==> src/rtl/ctrl_pipe_if.sv <==
// ctrl_pipe_if: ID-stage decode inputs and per-stage control outputs of the
// LEGv8 pipelined control unit. slave = control unit, master = datapath side.
interface ctrl_pipe_if #(
   parameter int OPW    = 11,
   parameter int REGW   = 5,
   parameter int ALUOPW = 3
);
   logic [OPW-1:0]    id_opcode;
   logic              id_valid;
   logic [REGW-1:0]   id_rd;
   logic [REGW-1:0]   id_rn;
   logic [REGW-1:0]   id_rm;
   logic [3:0]        id_cond;
   logic              id_regb_zero;
   logic [3:0]        ex_alu_flags;
   logic              id_reg2loc;
   logic              stall;
   logic              brtaken;
   logic              uncondbr;
   logic              ex_alusrc;
   logic [ALUOPW-1:0] ex_aluop;
   logic              ex_toadd;
   logic              mem_memread;
   logic              mem_memwrite;
   logic              wb_memtoreg;
   logic              wb_regwrite;
   logic [REGW-1:0]   wb_rd;
   logic [3:0]        flags_q;

   modport slave (
      input  id_opcode, id_valid, id_rd, id_rn, id_rm, id_cond, id_regb_zero, ex_alu_flags,
      output id_reg2loc, stall, brtaken, uncondbr, ex_alusrc, ex_aluop, ex_toadd,
             mem_memread, mem_memwrite, wb_memtoreg, wb_regwrite, wb_rd, flags_q
   );

   modport master (
      output id_opcode, id_valid, id_rd, id_rn, id_rm, id_cond, id_regb_zero, ex_alu_flags,
      input  id_reg2loc, stall, brtaken, uncondbr, ex_alusrc, ex_aluop, ex_toadd,
             mem_memread, mem_memwrite, wb_memtoreg, wb_regwrite, wb_rd, flags_q
   );
endinterface

==> src/rtl/ctrl_pipe.sv <==
// ctrl_pipe: pipelined control for the 5-stage LEGv8 core. Decodes in ID,
// resolves branches in ID with EX->ID flag forwarding, stalls one cycle on
// load-use, and carries EX/MEM/WB control through valid-tagged registers.
// Optional macro CTRL_PIPE_BCOND_EN: full B.cond condition decode; without it
// every B.cond tests LT as the N flag alone.
module ctrl_pipe #(
   parameter int OPW    = 11,
   parameter int REGW   = 5,
   parameter int ALUOPW = 3
) (
   input  logic        clk,
   input  logic        reset,
   ctrl_pipe_if.slave  bus
);
   localparam int STAGES = 3;                      // EX, MEM, WB
   localparam logic [REGW-1:0] XZR = {REGW{1'b1}};

   typedef struct packed {
      logic              alusrc;
      logic [ALUOPW-1:0] aluop;
      logic              toadd;
      logic              flagen;
   } ex_ctl_t;

   typedef struct packed {
      logic memread;
      logic memwrite;
   } mem_ctl_t;

   typedef struct packed {
      logic memtoreg;
      logic regwrite;
   } wb_ctl_t;

   // decode outputs
   ex_ctl_t  d_ex;
   mem_ctl_t d_mem;
   wb_ctl_t  d_wb;
   logic     d_reg2loc, d_uncond, d_bcond, d_cbz, d_use_rn, d_use_rb;

   // pipeline state; vld_pipe[1]=EX, [2]=MEM, [3]=WB
   logic [STAGES:1] vld_pipe;
   ex_ctl_t         ex_ex;
   mem_ctl_t        ex_mem, mem_mem;
   wb_ctl_t         ex_wb, mem_wb, wb_wb;
   logic [REGW-1:0] ex_rd, mem_rd, wb_rd_q;
   logic [3:0]      flags_r;

   logic            id_go, hit, cond_ok;
   logic [REGW-1:0] rb_sel;
   logic [3:0]      eff_flags;

   // opcode decode; unlisted opcodes fall through as an all-zero NOP
   always_comb begin
      d_ex      = '0;
      d_mem     = '0;
      d_wb      = '0;
      d_reg2loc = 1'b0;
      d_uncond  = 1'b0;
      d_bcond   = 1'b0;
      d_cbz     = 1'b0;
      d_use_rn  = 1'b0;
      d_use_rb  = 1'b0;
      casez (bus.id_opcode)
         11'b1001000100?: begin                       // ADDI
            d_ex.alusrc = 1'b1; d_ex.toadd = 1'b1; d_ex.aluop = ALUOPW'(3'b010);
            d_wb.regwrite = 1'b1; d_use_rn = 1'b1;
         end
         11'b10101011000: begin                       // ADDS
            d_ex.flagen = 1'b1; d_ex.aluop = ALUOPW'(3'b010); d_reg2loc = 1'b1;
            d_wb.regwrite = 1'b1; d_use_rn = 1'b1; d_use_rb = 1'b1;
         end
         11'b10001010000: begin                       // AND
            d_ex.aluop = ALUOPW'(3'b100); d_reg2loc = 1'b1;
            d_wb.regwrite = 1'b1; d_use_rn = 1'b1; d_use_rb = 1'b1;
         end
         11'b11001010000: begin                       // EOR
            d_ex.aluop = ALUOPW'(3'b110); d_reg2loc = 1'b1;
            d_wb.regwrite = 1'b1; d_use_rn = 1'b1; d_use_rb = 1'b1;
         end
         11'b11101011000: begin                       // SUBS
            d_ex.flagen = 1'b1; d_ex.aluop = ALUOPW'(3'b011); d_reg2loc = 1'b1;
            d_wb.regwrite = 1'b1; d_use_rn = 1'b1; d_use_rb = 1'b1;
         end
         11'b11010011010: begin                       // LSR
            d_ex.aluop = ALUOPW'(3'b111); d_wb.regwrite = 1'b1; d_use_rn = 1'b1;
         end
         11'b11111000010: begin                       // LDUR
            d_ex.alusrc = 1'b1; d_ex.aluop = ALUOPW'(3'b010); d_mem.memread = 1'b1;
            d_wb.memtoreg = 1'b1; d_wb.regwrite = 1'b1; d_use_rn = 1'b1;
         end
         11'b11111000000: begin                       // STUR (data read via Rd port)
            d_ex.alusrc = 1'b1; d_ex.aluop = ALUOPW'(3'b010); d_mem.memwrite = 1'b1;
            d_use_rn = 1'b1; d_use_rb = 1'b1;
         end
         11'b000101?????: d_uncond = 1'b1;            // B
         11'b01010100???: d_bcond  = 1'b1;            // B.cond
         11'b10110100???: begin                       // CBZ, tests Rt on the Rd port
            d_cbz = 1'b1; d_use_rb = 1'b1;
         end
         default: ;
      endcase
   end

   // load-use detection against the instruction currently in EX
   always_comb begin
      rb_sel = d_reg2loc ? bus.id_rm : bus.id_rd;
      hit    = (d_use_rn & (ex_rd == bus.id_rn)) | (d_use_rb & (ex_rd == rb_sel));
      bus.stall = bus.id_valid & vld_pipe[1] & ex_mem.memread & (ex_rd != XZR) & hit;
      id_go     = bus.id_valid & ~bus.stall;
   end

   // a flag setter in EX forwards its live flags to a B.cond in ID
   assign eff_flags = (vld_pipe[1] & ex_ex.flagen) ? bus.ex_alu_flags : flags_r;

`ifdef CTRL_PIPE_BCOND_EN
   function automatic logic cond_true(input logic [3:0] f, input logic [3:0] c);
      logic n, z, cf, v;
      {n, z, cf, v} = f;
      case (c)
         4'h0:    return z;
         4'h1:    return ~z;
         4'h2:    return cf;
         4'h3:    return ~cf;
         4'h4:    return n;
         4'h5:    return ~n;
         4'h6:    return v;
         4'h7:    return ~v;
         4'h8:    return cf & ~z;
         4'h9:    return ~(cf & ~z);
         4'hA:    return n == v;
         4'hB:    return n != v;
         4'hC:    return ~z & (n == v);
         4'hD:    return ~(~z & (n == v));
         default: return 1'b1;                        // AL, NV
      endcase
   endfunction

   assign cond_ok = cond_true(eff_flags, bus.id_cond);
`else
   // reduced build: every B.cond behaves as B.LT on N alone
   logic unused_cond;
   assign cond_ok     = eff_flags[3];
   assign unused_cond = ^{bus.id_cond, eff_flags[2:0]};
`endif

   // branch resolution in ID; a stall suppresses any redirect
   always_comb begin
      bus.brtaken    = id_go & (d_uncond | (d_cbz & bus.id_regb_zero) | (d_bcond & cond_ok));
      bus.uncondbr   = d_uncond;
      bus.id_reg2loc = d_reg2loc;
   end

   // stage registers: EX takes decode or a bubble, MEM/WB shift down
   always_ff @(posedge clk) begin
      if (reset) begin
         vld_pipe <= '0;
         ex_ex    <= '0;
         ex_mem   <= '0;
         ex_wb    <= '0;
         ex_rd    <= '0;
         mem_mem  <= '0;
         mem_wb   <= '0;
         mem_rd   <= '0;
         wb_wb    <= '0;
         wb_rd_q  <= '0;
      end else begin
         vld_pipe <= {vld_pipe[STAGES-1:1], id_go};
         ex_ex    <= id_go ? d_ex  : '0;
         ex_mem   <= id_go ? d_mem : '0;
         ex_wb    <= id_go ? d_wb  : '0;
         ex_rd    <= (id_go & d_wb.regwrite) ? bus.id_rd : '0;
         mem_mem  <= vld_pipe[1] ? ex_mem : '0;
         mem_wb   <= vld_pipe[1] ? ex_wb  : '0;
         mem_rd   <= vld_pipe[1] ? ex_rd  : '0;
         wb_wb    <= vld_pipe[2] ? mem_wb : '0;
         wb_rd_q  <= vld_pipe[2] ? mem_rd : '0;
      end
   end

   // architectural flags update only from a valid flag setter in EX
   always_ff @(posedge clk) begin
      if (reset)
         flags_r <= '0;
      else if (vld_pipe[1] & ex_ex.flagen)
         flags_r <= bus.ex_alu_flags;
   end

   // stage outputs are zero whenever the stage holds no valid instruction
   always_comb begin
      bus.ex_alusrc    = vld_pipe[1] & ex_ex.alusrc;
      bus.ex_aluop     = vld_pipe[1] ? ex_ex.aluop : '0;
      bus.ex_toadd     = vld_pipe[1] & ex_ex.toadd;
      bus.mem_memread  = vld_pipe[2] & mem_mem.memread;
      bus.mem_memwrite = vld_pipe[2] & mem_mem.memwrite;
      bus.wb_memtoreg  = vld_pipe[3] & wb_wb.memtoreg;
      bus.wb_regwrite  = vld_pipe[3] & wb_wb.regwrite;
      bus.wb_rd        = vld_pipe[3] ? wb_rd_q : '0;
      bus.flags_q      = flags_r;
   end
endmodule
==> src/flat_wrapper.sv <==
// flat-port wrapper written by rule: the top's interface ports become plain ports
module ctrl_pipe_flat 
#(
   parameter int OPW    = 11,
   parameter int REGW   = 5,
   parameter int ALUOPW = 3
)
  (clk, reset, bus_id_opcode, bus_id_valid, bus_id_rd, bus_id_rn, bus_id_rm, bus_id_cond, bus_id_regb_zero, bus_ex_alu_flags, bus_id_reg2loc, bus_stall, bus_brtaken, bus_uncondbr, bus_ex_alusrc, bus_ex_aluop, bus_ex_toadd, bus_mem_memread, bus_mem_memwrite, bus_wb_memtoreg, bus_wb_regwrite, bus_wb_rd, bus_flags_q);
  ctrl_pipe_if #(.OPW(OPW), .REGW(REGW), .ALUOPW(ALUOPW)) bus_i ();
  input  logic clk;
  input  logic reset;
  input wire logic [$bits(bus_i.id_opcode)-1:0] bus_id_opcode;
  input wire logic [$bits(bus_i.id_valid)-1:0] bus_id_valid;
  input wire logic [$bits(bus_i.id_rd)-1:0] bus_id_rd;
  input wire logic [$bits(bus_i.id_rn)-1:0] bus_id_rn;
  input wire logic [$bits(bus_i.id_rm)-1:0] bus_id_rm;
  input wire logic [$bits(bus_i.id_cond)-1:0] bus_id_cond;
  input wire logic [$bits(bus_i.id_regb_zero)-1:0] bus_id_regb_zero;
  input wire logic [$bits(bus_i.ex_alu_flags)-1:0] bus_ex_alu_flags;
  output wire logic [$bits(bus_i.id_reg2loc)-1:0] bus_id_reg2loc;
  output wire logic [$bits(bus_i.stall)-1:0] bus_stall;
  output wire logic [$bits(bus_i.brtaken)-1:0] bus_brtaken;
  output wire logic [$bits(bus_i.uncondbr)-1:0] bus_uncondbr;
  output wire logic [$bits(bus_i.ex_alusrc)-1:0] bus_ex_alusrc;
  output wire logic [$bits(bus_i.ex_aluop)-1:0] bus_ex_aluop;
  output wire logic [$bits(bus_i.ex_toadd)-1:0] bus_ex_toadd;
  output wire logic [$bits(bus_i.mem_memread)-1:0] bus_mem_memread;
  output wire logic [$bits(bus_i.mem_memwrite)-1:0] bus_mem_memwrite;
  output wire logic [$bits(bus_i.wb_memtoreg)-1:0] bus_wb_memtoreg;
  output wire logic [$bits(bus_i.wb_regwrite)-1:0] bus_wb_regwrite;
  output wire logic [$bits(bus_i.wb_rd)-1:0] bus_wb_rd;
  output wire logic [$bits(bus_i.flags_q)-1:0] bus_flags_q;
  assign bus_i.id_opcode = bus_id_opcode;
  assign bus_i.id_valid = bus_id_valid;
  assign bus_i.id_rd = bus_id_rd;
  assign bus_i.id_rn = bus_id_rn;
  assign bus_i.id_rm = bus_id_rm;
  assign bus_i.id_cond = bus_id_cond;
  assign bus_i.id_regb_zero = bus_id_regb_zero;
  assign bus_i.ex_alu_flags = bus_ex_alu_flags;
  assign bus_id_reg2loc = bus_i.id_reg2loc;
  assign bus_stall = bus_i.stall;
  assign bus_brtaken = bus_i.brtaken;
  assign bus_uncondbr = bus_i.uncondbr;
  assign bus_ex_alusrc = bus_i.ex_alusrc;
  assign bus_ex_aluop = bus_i.ex_aluop;
  assign bus_ex_toadd = bus_i.ex_toadd;
  assign bus_mem_memread = bus_i.mem_memread;
  assign bus_mem_memwrite = bus_i.mem_memwrite;
  assign bus_wb_memtoreg = bus_i.wb_memtoreg;
  assign bus_wb_regwrite = bus_i.wb_regwrite;
  assign bus_wb_rd = bus_i.wb_rd;
  assign bus_flags_q = bus_i.flags_q;
  ctrl_pipe #(.OPW(OPW), .REGW(REGW), .ALUOPW(ALUOPW)) u_core (.clk(clk), .reset(reset), .bus(bus_i));
endmodule
==> config.mk <==
export PLATFORM = sky130hd
export DESIGN_NAME = ctrl_pipe_flat
export DESIGN_NICKNAME = d
export VERILOG_FILES = /design/src/rtl/ctrl_pipe_if.sv /design/src/rtl/ctrl_pipe.sv /design/src/flat_wrapper.sv
export SDC_FILE = /design/constraint.sdc
export NUM_CORES = 1
export LEC_CHECK = 0
export BUFFER_PORTS_ARGS = -buffer_cell sky130_fd_sc_hd__buf_2
export CAP_MARGIN = 20
export CORE_MARGIN = 2
export CORE_UTILIZATION = 39
export CTS_CLUSTER_SIZE = 8
export DETAILED_ROUTE_END_ITERATION = 10
export GPL_ROUTABILITY_DRIVEN = 0
export GPL_TIMING_DRIVEN = 0
export HOLD_SLACK_MARGIN = 0.03
export MAX_ROUTING_LAYER = met4
export PLACE_DENSITY = 0.68
export SLEW_MARGIN = 20
export SYNTH_ARGS = -nofsm -noshare
export SYNTH_HDL_FRONTEND = slang
export SYNTH_SLANG_ARGS = --single-unit
==> constraint.sdc <==
create_clock -name clk -period 1.59 [get_ports clk]
set_input_delay 0.0795 -clock clk [delete_from_list [all_inputs] [get_ports clk]]
set_output_delay 0.0795 -clock clk [all_outputs]
set_load 0.01 [all_outputs]
==> run metrics <==
final worst path period share 118.2%; clock skew 0.003222 ns; Initial Util 41.15%; Worst Path Required 1.51 ns; core area 4086 sq um; placed insts 281; Nets 286; Post-DP Area 2011 sq um; DR WL/cell 12.51 microns; io pins 60; Seq pwr share 41.1%; via count 1505; initial antenna violation count 0; VDD IR max 482.6 uV; antenna viol nets, final 0; drt first pass iters 4; Clk pwr share 50.1%; Async SR Flop Fraction 0%; P_sw 0.0004231 W; DRC 0; non-filler cells, final 299; Area Growth Syn to Fin 46.21%; syn nets 217; power share of the combinational group 8.8%; CP Max Fanout 5; Sink Count 36; number of synthesized flops with an enable pin 0; unrepaired setup endpoints after global routing true; total track usage 16.71%; Horiz. Die Dim 69.67 microns; CP endpoint kind primary output; # H-tree levels 2; Fin. Hold Viols 0; Peak Freq 0.5323 GHz; worst slack at placement -0.3602 ns; cell area after synthesis 1682 sq um; outcome finished, violations left; pin count of the biggest net entering global routing 13; Mapped Cells 179; Synth Register Bits 36; I/O Buffers 52; HPWL after detailed placement 2.675 mm; # setup viols final 17; first-pass GRT wire length 6.348 mm; clock root cell clkbuf_8; Slew HR 66.16%; row count 23; vias in the first global route 1394; final slew viol count 0; Yosys cell types 41; HP Class in2reg; final worst path period need 1.879 ns; layout cell share with drive strength beyond 1 42.97%; grt ovf 0; Reg clk slew, reported paths 0.07 ns; clk_lat worst skew 0.28 ns; Final Power 0.002201 W; ys flop type dfxtp_1; Post-Syn Area per Cell 9.394 sq um; failing checks negative setup slack; ANT cells 0; routed wire length 3.741 mm; Power Density 895.3 nW/um^2; Least-Margin Pin Slew 0.5066 ns; crit start category flip-flop; yosys warns 0; CTS Buf Count 5; vias per inst 5.033; Final Instance Area 2459 sq um; P_int 0.001778 W; TritonCTS clock tree yes; Leak Pwr 1.047 nW; switching share of power 19.22%; Die Span Y 69.67 microns; die area 4853 sq um; DRT iter0 DRCs 94; sequential area share after synthesis 42.86%; Final Worst Setup Slack -0.2886 ns; max_cap viols 0; type of the worst setup path reg2out; WP data arrival 1.80 ns; CTS Buffer Depth 2
-- cells by family after synthesis --
kind of cell	synth area share [%]
buffers and inverters	3.199
multiplexers	0.6696
flip-flops	42.86
XOR/XNOR	7.292
AO/OA/AOI/OAI	10.42
AND/OR/NAND/NOR	35.57
-- through the flow --
step | util (%) | hold WS (ns) | setup TNS, ns
CTS | 57.96 | 0.03608 | -1.693
global placement | 49.20 | 0.3248 | -3.672
floorplan | - | 0.1978 | 0
global route | 60.17 | 0.04080 | -3.513
detailed placement | 49.20 | 0.3282 | -3.564
finish | 60.17 | 0.04614 | -2.824
-- critical path, cell delays in order (launching register included) --
cell,delay (ns)
dfxtp_4,0.36
and3_4,0.18
a31o_4,0.24
nor4_4,0.33
o21a_1,0.17
o21a_1,0.11
buf_2,0.13
-- flip-flops by register name, summed over array words and instances, names as in the netlist --
signal / flops
u_core.ex_mem: 2
u_core.ex_ex: 6
u_core.mem_rd: 5
u_core.vld_pipe: 3
u_core.ex_rd: 5
u_core.bus.flags_q: 4
u_core.mem_mem: 2
u_core.mem_wb: 1
u_core.wb_rd_q: 5
u_core.ex_wb: 1
u_core.wb_wb: 2
-- cells in the final DEF (no fill, tap or decap), types with 6 or more instances in the layout --
cell     instances
and2_1          27
nor2b_1          7
buf_4            6
nand3_1          6
nand2_1         11
nor3_2           7
xor2_1           8
buf_2           53
dfxtp_1         31
a21oi_1          6
-- per-layer routing --
metal	vias up	track usage [%]	part of all wire [%]
met4	0	5.556	1.3
met5	-	-	0
met2	42	27.03	51
li1	770	-	-
met1	688	20.09	43
met3	5	4.797	5.0
-- Yosys cell counts, types with 2 or more instances --
cell type / instances / area, sq um
nor3_1: 12 / 60.06
nor4_1: 2 / 12.51
a41oi_1: 2 / 17.52
o211ai_1: 2 / 15.01
nand2_1: 12 / 45.04
dfxtp_1: 36 / 720.7
nor2b_1: 7 / 43.79
and3b_1: 2 / 17.52
and2_1: 27 / 168.9
a21oi_1: 6 / 30.03
nand4_1: 5 / 31.28
and4bb_2: 2 / 25.02
nor2_1: 6 / 22.52
o21a_1: 2 / 15.01
clkbuf_1: 2 / 7.510
xor2_1: 9 / 78.83
nor3b_1: 3 / 22.52
xnor2_1: 5 / 43.79
and3_1: 2 / 12.51
nand3_1: 7 / 35.03
a211oi_1: 3 / 22.52
buf_4: 2 / 15.01
inv_1: 4 / 15.01
nor4b_4: 2 / 47.55
-- power by group through the flow --
| stage | Sequential (W) | Combinational (W) | Clock (W) |
|---|---|---|---|
| 2_1_floorplan | 0.000930 | 0.0000799 | 0 |
| 3_3_place_gp | 0.000930 | 0.000148 | 0 |
| 3_5_place_dp | 0.000930 | 0.000150 | 0 |
| 4_1_cts | 0.000904 | 0.000177 | 0.00112 |
| 5_1_grt | 0.000905 | 0.000214 | 0.00117 |
| 6_report | 0.000904 | 0.000194 | 0.00110 |
-- timing repair --
action	CTS	global route
gates resized for setup	33	14
hold buffers	3	0
pin swaps	12	10
gates cloned	1	0
hold endpoints to repair	3	0
setup endpoints to repair	17	17
setup buffers	2	5
-- final timing paths --
path | start | slack [ns] | endpoint | cells after the start
worst max-delay path | u_core.ex_rd[2] | -0.29 | bus_stall | 6
worst min-delay path | bus_ex_alu_flags[0] | 0.05 | u_core.bus.flags_q[0] | 3
worst min register to register | u_core.mem_rd[1] | 0.43 | u_core.wb_rd_q[1] | 1
worst max register to register | u_core.ex_rd[2] | -0.20 | u_core.ex_rd[3] | 7
-- layout make-up --
class	instances	area, sq um
multi-input cells	133	1077
inverters	4	15.01
flip-flops and latches	36	737.0
repair buffers	62	350.3
well taps	50	62.56
fillers	353	1628
clock buffers	5	68.82
plain buffers	6	57.56
clock inverters	3	90.09
No activity file was read; power rests on OpenSTA's default activity.
